$ cat config.mk
export PLATFORM = sky130hd
export DESIGN_NAME = dp_mem_fifo_ctrl_flat
export DESIGN_NICKNAME = d
export VERILOG_FILES = /design/src/rtl/dp_mem_pkg.sv /design/src/rtl/dp_mem_fifo_ctrl_if.sv /design/src/rtl/dp_mem_fifo_ptr.sv /design/src/rtl/dp_mem_fifo_ctrl.sv /design/src/flat_wrapper.sv
export SDC_FILE = /design/constraint.sdc
export NUM_CORES = 1
export LEC_CHECK = 0
export ABC_AREA = 1
export BUFFER_PORTS_ARGS = -buffer_cell sky130_fd_sc_hd__buf_2
export CAP_MARGIN = 20
export CORE_UTILIZATION = 25
export DETAILED_ROUTE_END_ITERATION = 7
export SETUP_SLACK_MARGIN = 0.1
export SYNTH_ARGS = -nofsm -noshare
export SYNTH_HDL_FRONTEND = slang
export SYNTH_SLANG_ARGS = --single-unit
export TNS_END_PERCENT = 30
$ cat constraint.sdc
create_clock -name clk -period 1.51 [get_ports clk]
set_clock_uncertainty 0.05 [all_clocks]
set_input_delay 0.302 -clock clk [delete_from_list [all_inputs] [get_ports clk]]
set_output_delay 0.302 -clock clk [all_outputs]
set_load 0.02 [all_outputs]
$ cat src/rtl/dp_mem_pkg.sv
// Shared defaults and word/pointer/count types for the dp_mem FIFO controller.
package dp_mem_pkg;

    localparam int DEF_ADDR_W = 4;
    localparam int DEF_DATA_W = 8;

    typedef logic [DEF_ADDR_W-1:0] addr_t;
    typedef logic [DEF_DATA_W-1:0] data_t;
    typedef logic [DEF_ADDR_W:0]   cnt_t;

endpackage

$ cat src/rtl/dp_mem_fifo_ctrl_if.sv
// Bundle of the FIFO push/pop side and the dp_mem port side of the controller.
interface dp_mem_fifo_ctrl_if #(
    parameter int ADDR_W = 4,
    parameter int DATA_W = 8
);
    logic              push;
    logic [DATA_W-1:0] push_data;
    logic              pop;
    logic [DATA_W-1:0] pop_data;
    logic              pop_valid;
    logic              full;
    logic              empty;
    logic              almost_full;
    logic [ADDR_W:0]   count;
    logic              overflow;
    logic              underflow;
    logic              mem_enb;
    logic              mem_wr;
    logic              mem_rd;
    logic [ADDR_W-1:0] mem_w_addr;
    logic [ADDR_W-1:0] mem_r_addr;
    logic [DATA_W-1:0] mem_w_data;
    logic [DATA_W-1:0] mem_r_data;

    // The controller sits on the slave side; source/sink and memory model on the master side.
    modport slave (
        input  push, push_data, pop, mem_r_data,
        output pop_data, pop_valid, full, empty, almost_full, count,
               overflow, underflow, mem_enb, mem_wr, mem_rd,
               mem_w_addr, mem_r_addr, mem_w_data
    );

    modport master (
        output push, push_data, pop, mem_r_data,
        input  pop_data, pop_valid, full, empty, almost_full, count,
               overflow, underflow, mem_enb, mem_wr, mem_rd,
               mem_w_addr, mem_r_addr, mem_w_data
    );
endinterface

$ cat src/rtl/dp_mem_fifo_ptr.sv
// Wrapping ADDR_W-bit pointer; rolls over DEPTH-1 -> 0 by natural overflow.
module dp_mem_fifo_ptr
    import dp_mem_pkg::*;
#(
    parameter int ADDR_W = DEF_ADDR_W
) (
    input  logic              clk,
    input  logic              rst,
    input  logic              inc,
    output logic [ADDR_W-1:0] ptr
);

    logic [ADDR_W-1:0] ptr_q;
    logic [ADDR_W-1:0] ptr_d;

    always_comb begin
        ptr_d = ptr_q;
        if (inc) begin
            ptr_d = ptr_q + ADDR_W'(1);
        end
    end

    always_ff @(posedge clk or posedge rst) begin
        if (rst) begin
            ptr_q <= '0;
        end else begin
            ptr_q <= ptr_d;
        end
    end

    assign ptr = ptr_q;

endmodule

$ cat src/rtl/dp_mem_fifo_ctrl.sv
// Push/pop FIFO controller driving a dual-port memory with 1-cycle registered reads.
module dp_mem_fifo_ctrl
    import dp_mem_pkg::*;
#(
    parameter int ADDR_W   = DEF_ADDR_W,
    parameter int DATA_W   = DEF_DATA_W,
    parameter int AFULL_TH = 12
) (
    input  logic              clk,
    input  logic              rst,
    dp_mem_fifo_ctrl_if.slave bus
);

    localparam int              DEPTH   = 1 << ADDR_W;
    localparam logic [ADDR_W:0] DEPTH_C = DEPTH[ADDR_W:0];
    localparam logic [ADDR_W:0] AFULL_C = AFULL_TH[ADDR_W:0];
    localparam logic [ADDR_W:0] CNT_ONE = (ADDR_W+1)'(1);

    logic              push_acc;
    logic              pop_acc;
    logic [ADDR_W-1:0] wr_ptr;
    logic [ADDR_W-1:0] rd_ptr;

    logic [ADDR_W:0]   count_q,       count_d;
    logic              full_q,        full_d;
    logic              empty_q,       empty_d;
    logic              almost_full_q, almost_full_d;
    logic              overflow_q,    overflow_d;
    logic              underflow_q,   underflow_d;
    logic              pop_valid_q,   pop_valid_d;

    // Accept decisions use only registered flags, so a push never bypasses into an empty pop.
    always_comb begin
        push_acc      = bus.push & ~full_q;
        pop_acc       = bus.pop  & ~empty_q;

        count_d       = count_q;
        if (push_acc && !pop_acc) begin
            count_d = count_q + CNT_ONE;
        end else if (pop_acc && !push_acc) begin
            count_d = count_q - CNT_ONE;
        end

        full_d        = (count_d == DEPTH_C);
        empty_d       = (count_d == '0);
        almost_full_d = (count_d >= AFULL_C);

        overflow_d    = overflow_q  | (bus.push & full_q);
        underflow_d   = underflow_q | (bus.pop  & empty_q);
        pop_valid_d   = pop_acc;
    end

    always_ff @(posedge clk or posedge rst) begin
        if (rst) begin
            count_q       <= '0;
            full_q        <= 1'b0;
            empty_q       <= 1'b1;
            almost_full_q <= 1'b0;
            overflow_q    <= 1'b0;
            underflow_q   <= 1'b0;
            pop_valid_q   <= 1'b0;
        end else begin
            count_q       <= count_d;
            full_q        <= full_d;
            empty_q       <= empty_d;
            almost_full_q <= almost_full_d;
            overflow_q    <= overflow_d;
            underflow_q   <= underflow_d;
            pop_valid_q   <= pop_valid_d;
        end
    end

    dp_mem_fifo_ptr #(.ADDR_W(ADDR_W)) u_wr_ptr (
        .clk (clk),
        .rst (rst),
        .inc (push_acc),
        .ptr (wr_ptr)
    );

    dp_mem_fifo_ptr #(.ADDR_W(ADDR_W)) u_rd_ptr (
        .clk (clk),
        .rst (rst),
        .inc (pop_acc),
        .ptr (rd_ptr)
    );

    // Memory port is driven combinationally so the write/read lands in the accept cycle.
    assign bus.mem_wr      = push_acc;
    assign bus.mem_rd      = pop_acc;
    assign bus.mem_enb     = push_acc | pop_acc;
    assign bus.mem_w_addr  = wr_ptr;
    assign bus.mem_r_addr  = rd_ptr;
    assign bus.mem_w_data  = bus.push_data;

    assign bus.pop_data    = bus.mem_r_data;
    assign bus.pop_valid   = pop_valid_q;
    assign bus.full        = full_q;
    assign bus.empty       = empty_q;
    assign bus.almost_full = almost_full_q;
    assign bus.count       = count_q;
    assign bus.overflow    = overflow_q;
    assign bus.underflow   = underflow_q;

endmodule

$ cat src/flat_wrapper.sv
// flat-port wrapper written by rule: the top's interface ports become plain ports
module dp_mem_fifo_ctrl_flat import dp_mem_pkg::*;
#(
    parameter int ADDR_W   = DEF_ADDR_W,
    parameter int DATA_W   = DEF_DATA_W,
    parameter int AFULL_TH = 12
)
  (clk, rst, bus_push, bus_push_data, bus_pop, bus_mem_r_data, bus_pop_data, bus_pop_valid, bus_full, bus_empty, bus_almost_full, bus_count, bus_overflow, bus_underflow, bus_mem_enb, bus_mem_wr, bus_mem_rd, bus_mem_w_addr, bus_mem_r_addr, bus_mem_w_data);
  dp_mem_fifo_ctrl_if #(.ADDR_W(ADDR_W), .DATA_W(DATA_W)) bus_i ();
  input  logic clk;
  input  logic rst;
  input wire logic [$bits(bus_i.push)-1:0] bus_push;
  input wire logic [$bits(bus_i.push_data)-1:0] bus_push_data;
  input wire logic [$bits(bus_i.pop)-1:0] bus_pop;
  input wire logic [$bits(bus_i.mem_r_data)-1:0] bus_mem_r_data;
  output wire logic [$bits(bus_i.pop_data)-1:0] bus_pop_data;
  output wire logic [$bits(bus_i.pop_valid)-1:0] bus_pop_valid;
  output wire logic [$bits(bus_i.full)-1:0] bus_full;
  output wire logic [$bits(bus_i.empty)-1:0] bus_empty;
  output wire logic [$bits(bus_i.almost_full)-1:0] bus_almost_full;
  output wire logic [$bits(bus_i.count)-1:0] bus_count;
  output wire logic [$bits(bus_i.overflow)-1:0] bus_overflow;
  output wire logic [$bits(bus_i.underflow)-1:0] bus_underflow;
  output wire logic [$bits(bus_i.mem_enb)-1:0] bus_mem_enb;
  output wire logic [$bits(bus_i.mem_wr)-1:0] bus_mem_wr;
  output wire logic [$bits(bus_i.mem_rd)-1:0] bus_mem_rd;
  output wire logic [$bits(bus_i.mem_w_addr)-1:0] bus_mem_w_addr;
  output wire logic [$bits(bus_i.mem_r_addr)-1:0] bus_mem_r_addr;
  output wire logic [$bits(bus_i.mem_w_data)-1:0] bus_mem_w_data;
  assign bus_i.push = bus_push;
  assign bus_i.push_data = bus_push_data;
  assign bus_i.pop = bus_pop;
  assign bus_i.mem_r_data = bus_mem_r_data;
  assign bus_pop_data = bus_i.pop_data;
  assign bus_pop_valid = bus_i.pop_valid;
  assign bus_full = bus_i.full;
  assign bus_empty = bus_i.empty;
  assign bus_almost_full = bus_i.almost_full;
  assign bus_count = bus_i.count;
  assign bus_overflow = bus_i.overflow;
  assign bus_underflow = bus_i.underflow;
  assign bus_mem_enb = bus_i.mem_enb;
  assign bus_mem_wr = bus_i.mem_wr;
  assign bus_mem_rd = bus_i.mem_rd;
  assign bus_mem_w_addr = bus_i.mem_w_addr;
  assign bus_mem_r_addr = bus_i.mem_r_addr;
  assign bus_mem_w_data = bus_i.mem_w_data;
  dp_mem_fifo_ctrl #(.ADDR_W(ADDR_W), .DATA_W(DATA_W), .AFULL_TH(AFULL_TH)) u_core (.clk(clk), .rst(rst), .bus(bus_i));
endmodule
==> Yosys cells after proc, flatten, opt, wreduce, memory -nomap -nowiden <==
Index checks and enable logic that the tools add are counted.
{ "op_classes": {"n_lt_le_gt_ge": 1, "muxes": 2, "add_sub_neg": 4, "eq_ne": 1, "reduce_logical": 5, "n_bitwise": 9} }
{ "op_table": {"columns": ["op", "n"], "rows": [
  ["5-bit 2-to-1 mux", 2],
  ["4-bit by 1-bit adder with 4-bit output (second input constant)", 2],
  ["5-bit by 1-bit adder with 5-bit output (second input constant)", 1],
  ["5-bit == test (second input constant)", 1],
  ["5-bit by 4-bit >= comparator with 1-bit output (second input constant)", 1],
  ["5-bit logical NOT", 1],
  ["5-bit by 1-bit subtractor with 5-bit output (second input constant)", 1],
  ["1-bit AND", 4],
  ["1-bit bitwise OR", 3],
  ["1-bit logical AND", 2],
  ["1-bit logical NOT", 2],
  ["1-bit inverter", 2]
]} }
{ "word_totals": {"inputBits": 20, "register_bits": 19, "out_inout_bits": 38} }

==> Longest topological paths before layout <==
{ "logic_depth": {"depth_word": 7, "mapped_depth": 10, "ltp_nobuf": 10} }

==> Cells and area by module <==
A second synthesis with hierarchy kept.
{ "hier_totals": {"cells_unflattened": 138, "area_unflattened_um2": 1143.6} }
{ "modules_own_cells": {"columns": ["mod", "n_inst", "cells_each", "area_each_um2", "seq_area_each_um2"], "rows": [
  ["dp_mem_fifo_ctrl", 1, 98, 775.7, 276.5],
  ["dp_mem_fifo_ptr", 2, 20, 183.9, 100.1]
]} }

==> Least setup slack after synthesis <==
Ideal clock, no wire load.
{ "synth_path": {"path_kind": "reg-to-reg", "startpoint": "register u_core.count_q[0] (netlist: u_core.bus.count[0])", "endpoint": "register u_core.empty_q (netlist: u_core.bus.empty)", "stages_incl_launch_ff": 10, "period_less_slack_ns": 1.470, "t_arrival_ns": 1.353, "setup_slack_ns": 0.040, "required_ns": 1.393, "setup_time_ns": 0.067, "path_cell_list": "dfrtp_1 inv_1 ha_1 inv_1 nand2_1 nand2_1 nand2_2 nor2_2 nand3_2 nor2_1"} }
{ "synth_via": {"elab_chain_len": 4} }
{ "synth_lines": {"columns": ["item", "line_no", "text"], "rows": [
  ["start, declared", "dp_mem_fifo_ctrl.sv:24", "logic [ADDR_W:0] count_q, count_d;"],
  ["start signal, assigned", "dp_mem_fifo_ctrl.sv:63", "count_q <= count_d;"],
  ["5-bit by 1-bit subtractor with 5-bit output", "dp_mem_fifo_ctrl.sv:41", "count_d = count_q - CNT_ONE;"],
  ["5-bit 2-to-1 mux", "dp_mem_fifo_ctrl.sv:40", "end else if (pop_acc && !push_acc) begin"],
  ["5-bit 2-to-1 mux (*)", "dp_mem_fifo_ctrl.sv:38", "if (push_acc && !pop_acc) begin"],
  ["named net u_core.count_d[1]", "dp_mem_fifo_ctrl.sv:24", null],
  ["5-bit logical NOT (*)", "dp_mem_fifo_ctrl.sv:45", "empty_d = (count_d == '0);"],
  ["named net u_core.empty_d", "dp_mem_fifo_ctrl.sv:26", "logic empty_q, empty_d;"],
  ["end signal, assigned", "dp_mem_fifo_ctrl.sv:65", "empty_q <= empty_d;"],
  ["end, declared", "dp_mem_fifo_ctrl.sv:26", null]
]} }
Mark *: on every way through the listed nets, which the timed path passes. The rest lies on a longest branch.
A chain may end at the register's enable or synchronous reset.

==> Worst setup path in the final report <==
{ "layout_path": {"startpoint": "register u_core.full_q (netlist: u_core.bus.full)", "endpoint": "output bus_mem_enb"} }
{ "layout_via": {"elab_chain_len": 3} }
{ "layout_lines": {"columns": ["item", "line_no", "text"], "rows": [
  ["start, declared", "dp_mem_fifo_ctrl.sv:25", "logic full_q, full_d;"],
  ["start signal, assigned", "dp_mem_fifo_ctrl.sv:64", "full_q <= full_d;"],
  ["1-bit inverter", "dp_mem_fifo_ctrl.sv:34", "push_acc = bus.push & ~full_q;"],
  ["1-bit AND", "dp_mem_fifo_ctrl.sv:34", null],
  ["1-bit bitwise OR", "dp_mem_fifo_ctrl.sv:90", "assign bus.mem_enb = push_acc | pop_acc;"],
  ["end, declared", "flat_wrapper.sv:24", "output wire logic [$bits(bus_i.mem_enb)-1:0] bus_mem_enb;"]
]} }
No other way between the ends.

==> impl_metrics.env <==
export IMPL_outcome="finished clean"
export IMPL_rsz0062_at_grt="true"
export IMPL_hold_viol_final=0
export IMPL_clockBufferDepth=2
export IMPL_setup_viol_count_final=0
export IMPL_synth_edf_count=0
export IMPL_max_freq_mhz=663
export IMPL_wirelength_mm=2.50
export IMPL_syn_instance_count=133
export IMPL_vias=921
export IMPL_worst_slack_ns=0.00177
export IMPL_synth_distinct_cells=21
export IMPL_grt_total_usage_pct=10.6
export IMPL_yosysTopAreaCell="dfrtp_1"
export IMPL_drive_gt1_share_pct=49.4
export IMPL_n_antenna_cell=0
export IMPL_maxSlewViolCount=0
export IMPL_dpl_worst_slack_ns=0.0247
export IMPL_final_cells=220
export IMPL_ios=58
export IMPL_drc=0
export IMPL_clock_latency_ns=0.26
export IMPL_gp_congestion=0.858
export IMPL_fp_dieH_um=69.5
export IMPL_p_per_area_nw_per_um2=1920
export IMPL_ys_seq_area_share_pct=41.8
export IMPL_async_flop_share_pct=100
export IMPL_drtPass1Iterations=4
export IMPL_place_inst=199
export IMPL_ys_warn_count=0
export IMPL_syn_to_final_growth_pct=35.0
export IMPL_cts_buffers=3
export IMPL_grt_max_degree=12
export IMPL_start_kind="flip-flop"
export IMPL_holdCritPathClass="in -> reg"
export IMPL_worst_pin_slew_ns=0.345
export IMPL_r2r_cells=10
export IMPL_core_um2=4350
export IMPL_worstSetupEndpointType="primary output"
export IMPL_grt_pass1_vias=863
export IMPL_dp_hpwl_mm=1.78
export IMPL_synth_common_cells="32 x nand2_1, 18 x dfrtp_1, 16 x buf_4, 15 x nand3_1, 11 x inv_1"
export IMPL_netlist_area_um2=1140
export IMPL_io_buffers=25
export IMPL_peakVddDrop_v=0.000482
export IMPL_fp_dieW_um=69.5
export IMPL_cts_root_buf="clkbuf_8"
export IMPL_fillers=442
export IMPL_final_antenna_net_count=0
export IMPL_nets=193
export IMPL_cp_required_ns=1.16
export IMPL_grt_ovfl_total=0
export IMPL_leakage_uw=0.000788
export IMPL_clk_pin_slew_ns=0.07
export IMPL_maxCapViolations=0
export IMPL_rows=24
export IMPL_syn_nets=157
export IMPL_critPathKind="reg -> out"
export IMPL_avgViaCountPerCell=4.19
export IMPL_netlist_area_leader_share_pct=39.5
export IMPL_wire_per_inst_um=11.4
export IMPL_cp_max_fo=3
export IMPL_synth_area_leaders="dfrtp_1 40%, buf_4 11%, nand2_1 11%"
export IMPL_cts_tree="done"
export IMPL_dieArea_um2=4830
export IMPL_antenna_found_initial=0
export IMPL_ys_ff_latch=19
export IMPL_min_path_cells=3
export IMPL_grt_pass1_wl_mm=3.96
export IMPL_syn_area_per_cell_um2=8.57
export IMPL_drt_initial_drc_count=26
export IMPL_relSlewSlack_pct=77.0
export IMPL_period_needed_ns=1.51
export IMPL_cp_arrival_ns=1.16
export IMPL_power_uw=2950
export IMPL_clock_sinks=19
export IMPL_finalSetupTns_ns=0
export IMPL_initial_core_util_pct=26.2
export IMPL_htreeDepth=1
export IMPL_fin_util_pct=35.3
export IMPL_synth_most_common_cell="nand2_1"
export IMPL_period_share_pct=99.9
export IMPL_ys_flop_type="dfrtp_1"
final timing paths:
path | from | endpoint | slack (ns)
worst max-delay path | u_core.bus.full | bus_mem_enb | 0.002
min in group asynchronous | rst | u_core.bus.pop_valid | 0.50
worst min register to register | u_core.bus.underflow | u_core.bus.underflow | 0.42
worst max register to register | u_core.bus.empty | u_core.bus.almost_full | 0.05
worst min-delay path | bus_pop | u_core.bus.pop_valid | 0.30
max in group asynchronous | rst | u_core.bus.count[0] | 0.40
metal layers:
layer	wire length, um	track usage (%)	up-vias
met5	0	0	-
met4	13	2.72	0
met3	185	4.51	2
met2	1180	17.8	29
met1	1120	12.3	422
li1	-	-	468
state kept, by name, indices dropped and copies added (netlist names):
name / cells
u_core.bus.underflow: 1
u_core.bus.almost_full: 1
u_core.bus.full: 1
u_core.bus.empty: 1
u_core.u_rd_ptr.ptr: 4
u_core.bus.pop_valid: 1
u_core.bus.overflow: 1
u_core.u_wr_ptr.ptr: 4
u_core.bus.count: 5
kinds of logic after synthesis:
| kind of cell | share of synthesized area [%] |
|---|---|
| DFF | 41.8 |
| and+or+nand+nor | 29.7 |
| buffers and inverters | 16.5 |
| xor gates and xnor gates | 5.38 |
| AOI/OAI and AO/OA | 2.19 |
| adders and majority gates | 4.39 |
cell type report:
cell class,instances,area [um2],share of cell area [%]
clock buffers,4,45.0,2.93
inverters,15,56.3,3.66
multi-input cells,82,538,35.0
flip-flops and latches,19,480,31.2
well taps,52,65.1,4.23
repair buffers,48,354,23.0
cell usage in the layout (no fill, tap or decap), drive strengths merged:
cell type	netlist	final
nand2	39	39
xor2	3	3
dfrtp	18	18
xnor2	4	4
o21ai	2	2
buf	17	47
o21bai	2	2
ha	4	4
nor2	11	11
nand3	17	17
dfstp	1	1
clkbuf	0	4
inv	15	15
dlygate4sd3	0	1
what timing repair did:
| action | 4_1_cts | 5_1_grt |
|---|---|---|
| setup endpoints to repair | 5 | 10 |
| setup buffers | 11 | 6 |
| gates resized for setup | 16 | 13 |
| gates cloned | 0 | 0 |
| pin swaps | 10 | 15 |
| hold buffers | 1 | 0 |
| hold endpoints to repair | 7 | 0 |
stage by stage:
step                hold slack, ns  area (um2)
floorplan                    0.202        1150
global placement             0.221        1250
detailed placement           0.220        1250
CTS                          0.290        1450
global route                 0.305        1540
finish                       0.299        1540
report_power, final:
part / internal, uW / switching (uW)
logic: 706 / 911
registers: 744 / 234
clock network: 188 / 166
critical path, cell delays in order (launching register included):
cell and delay (ns):
dfrtp_2 0.47, inv_2 0.11, nand2_4 0.05, buf_6 0.11, nand2_2 0.05, buf_6 0.11
Power figures use the tool's default switching activity.
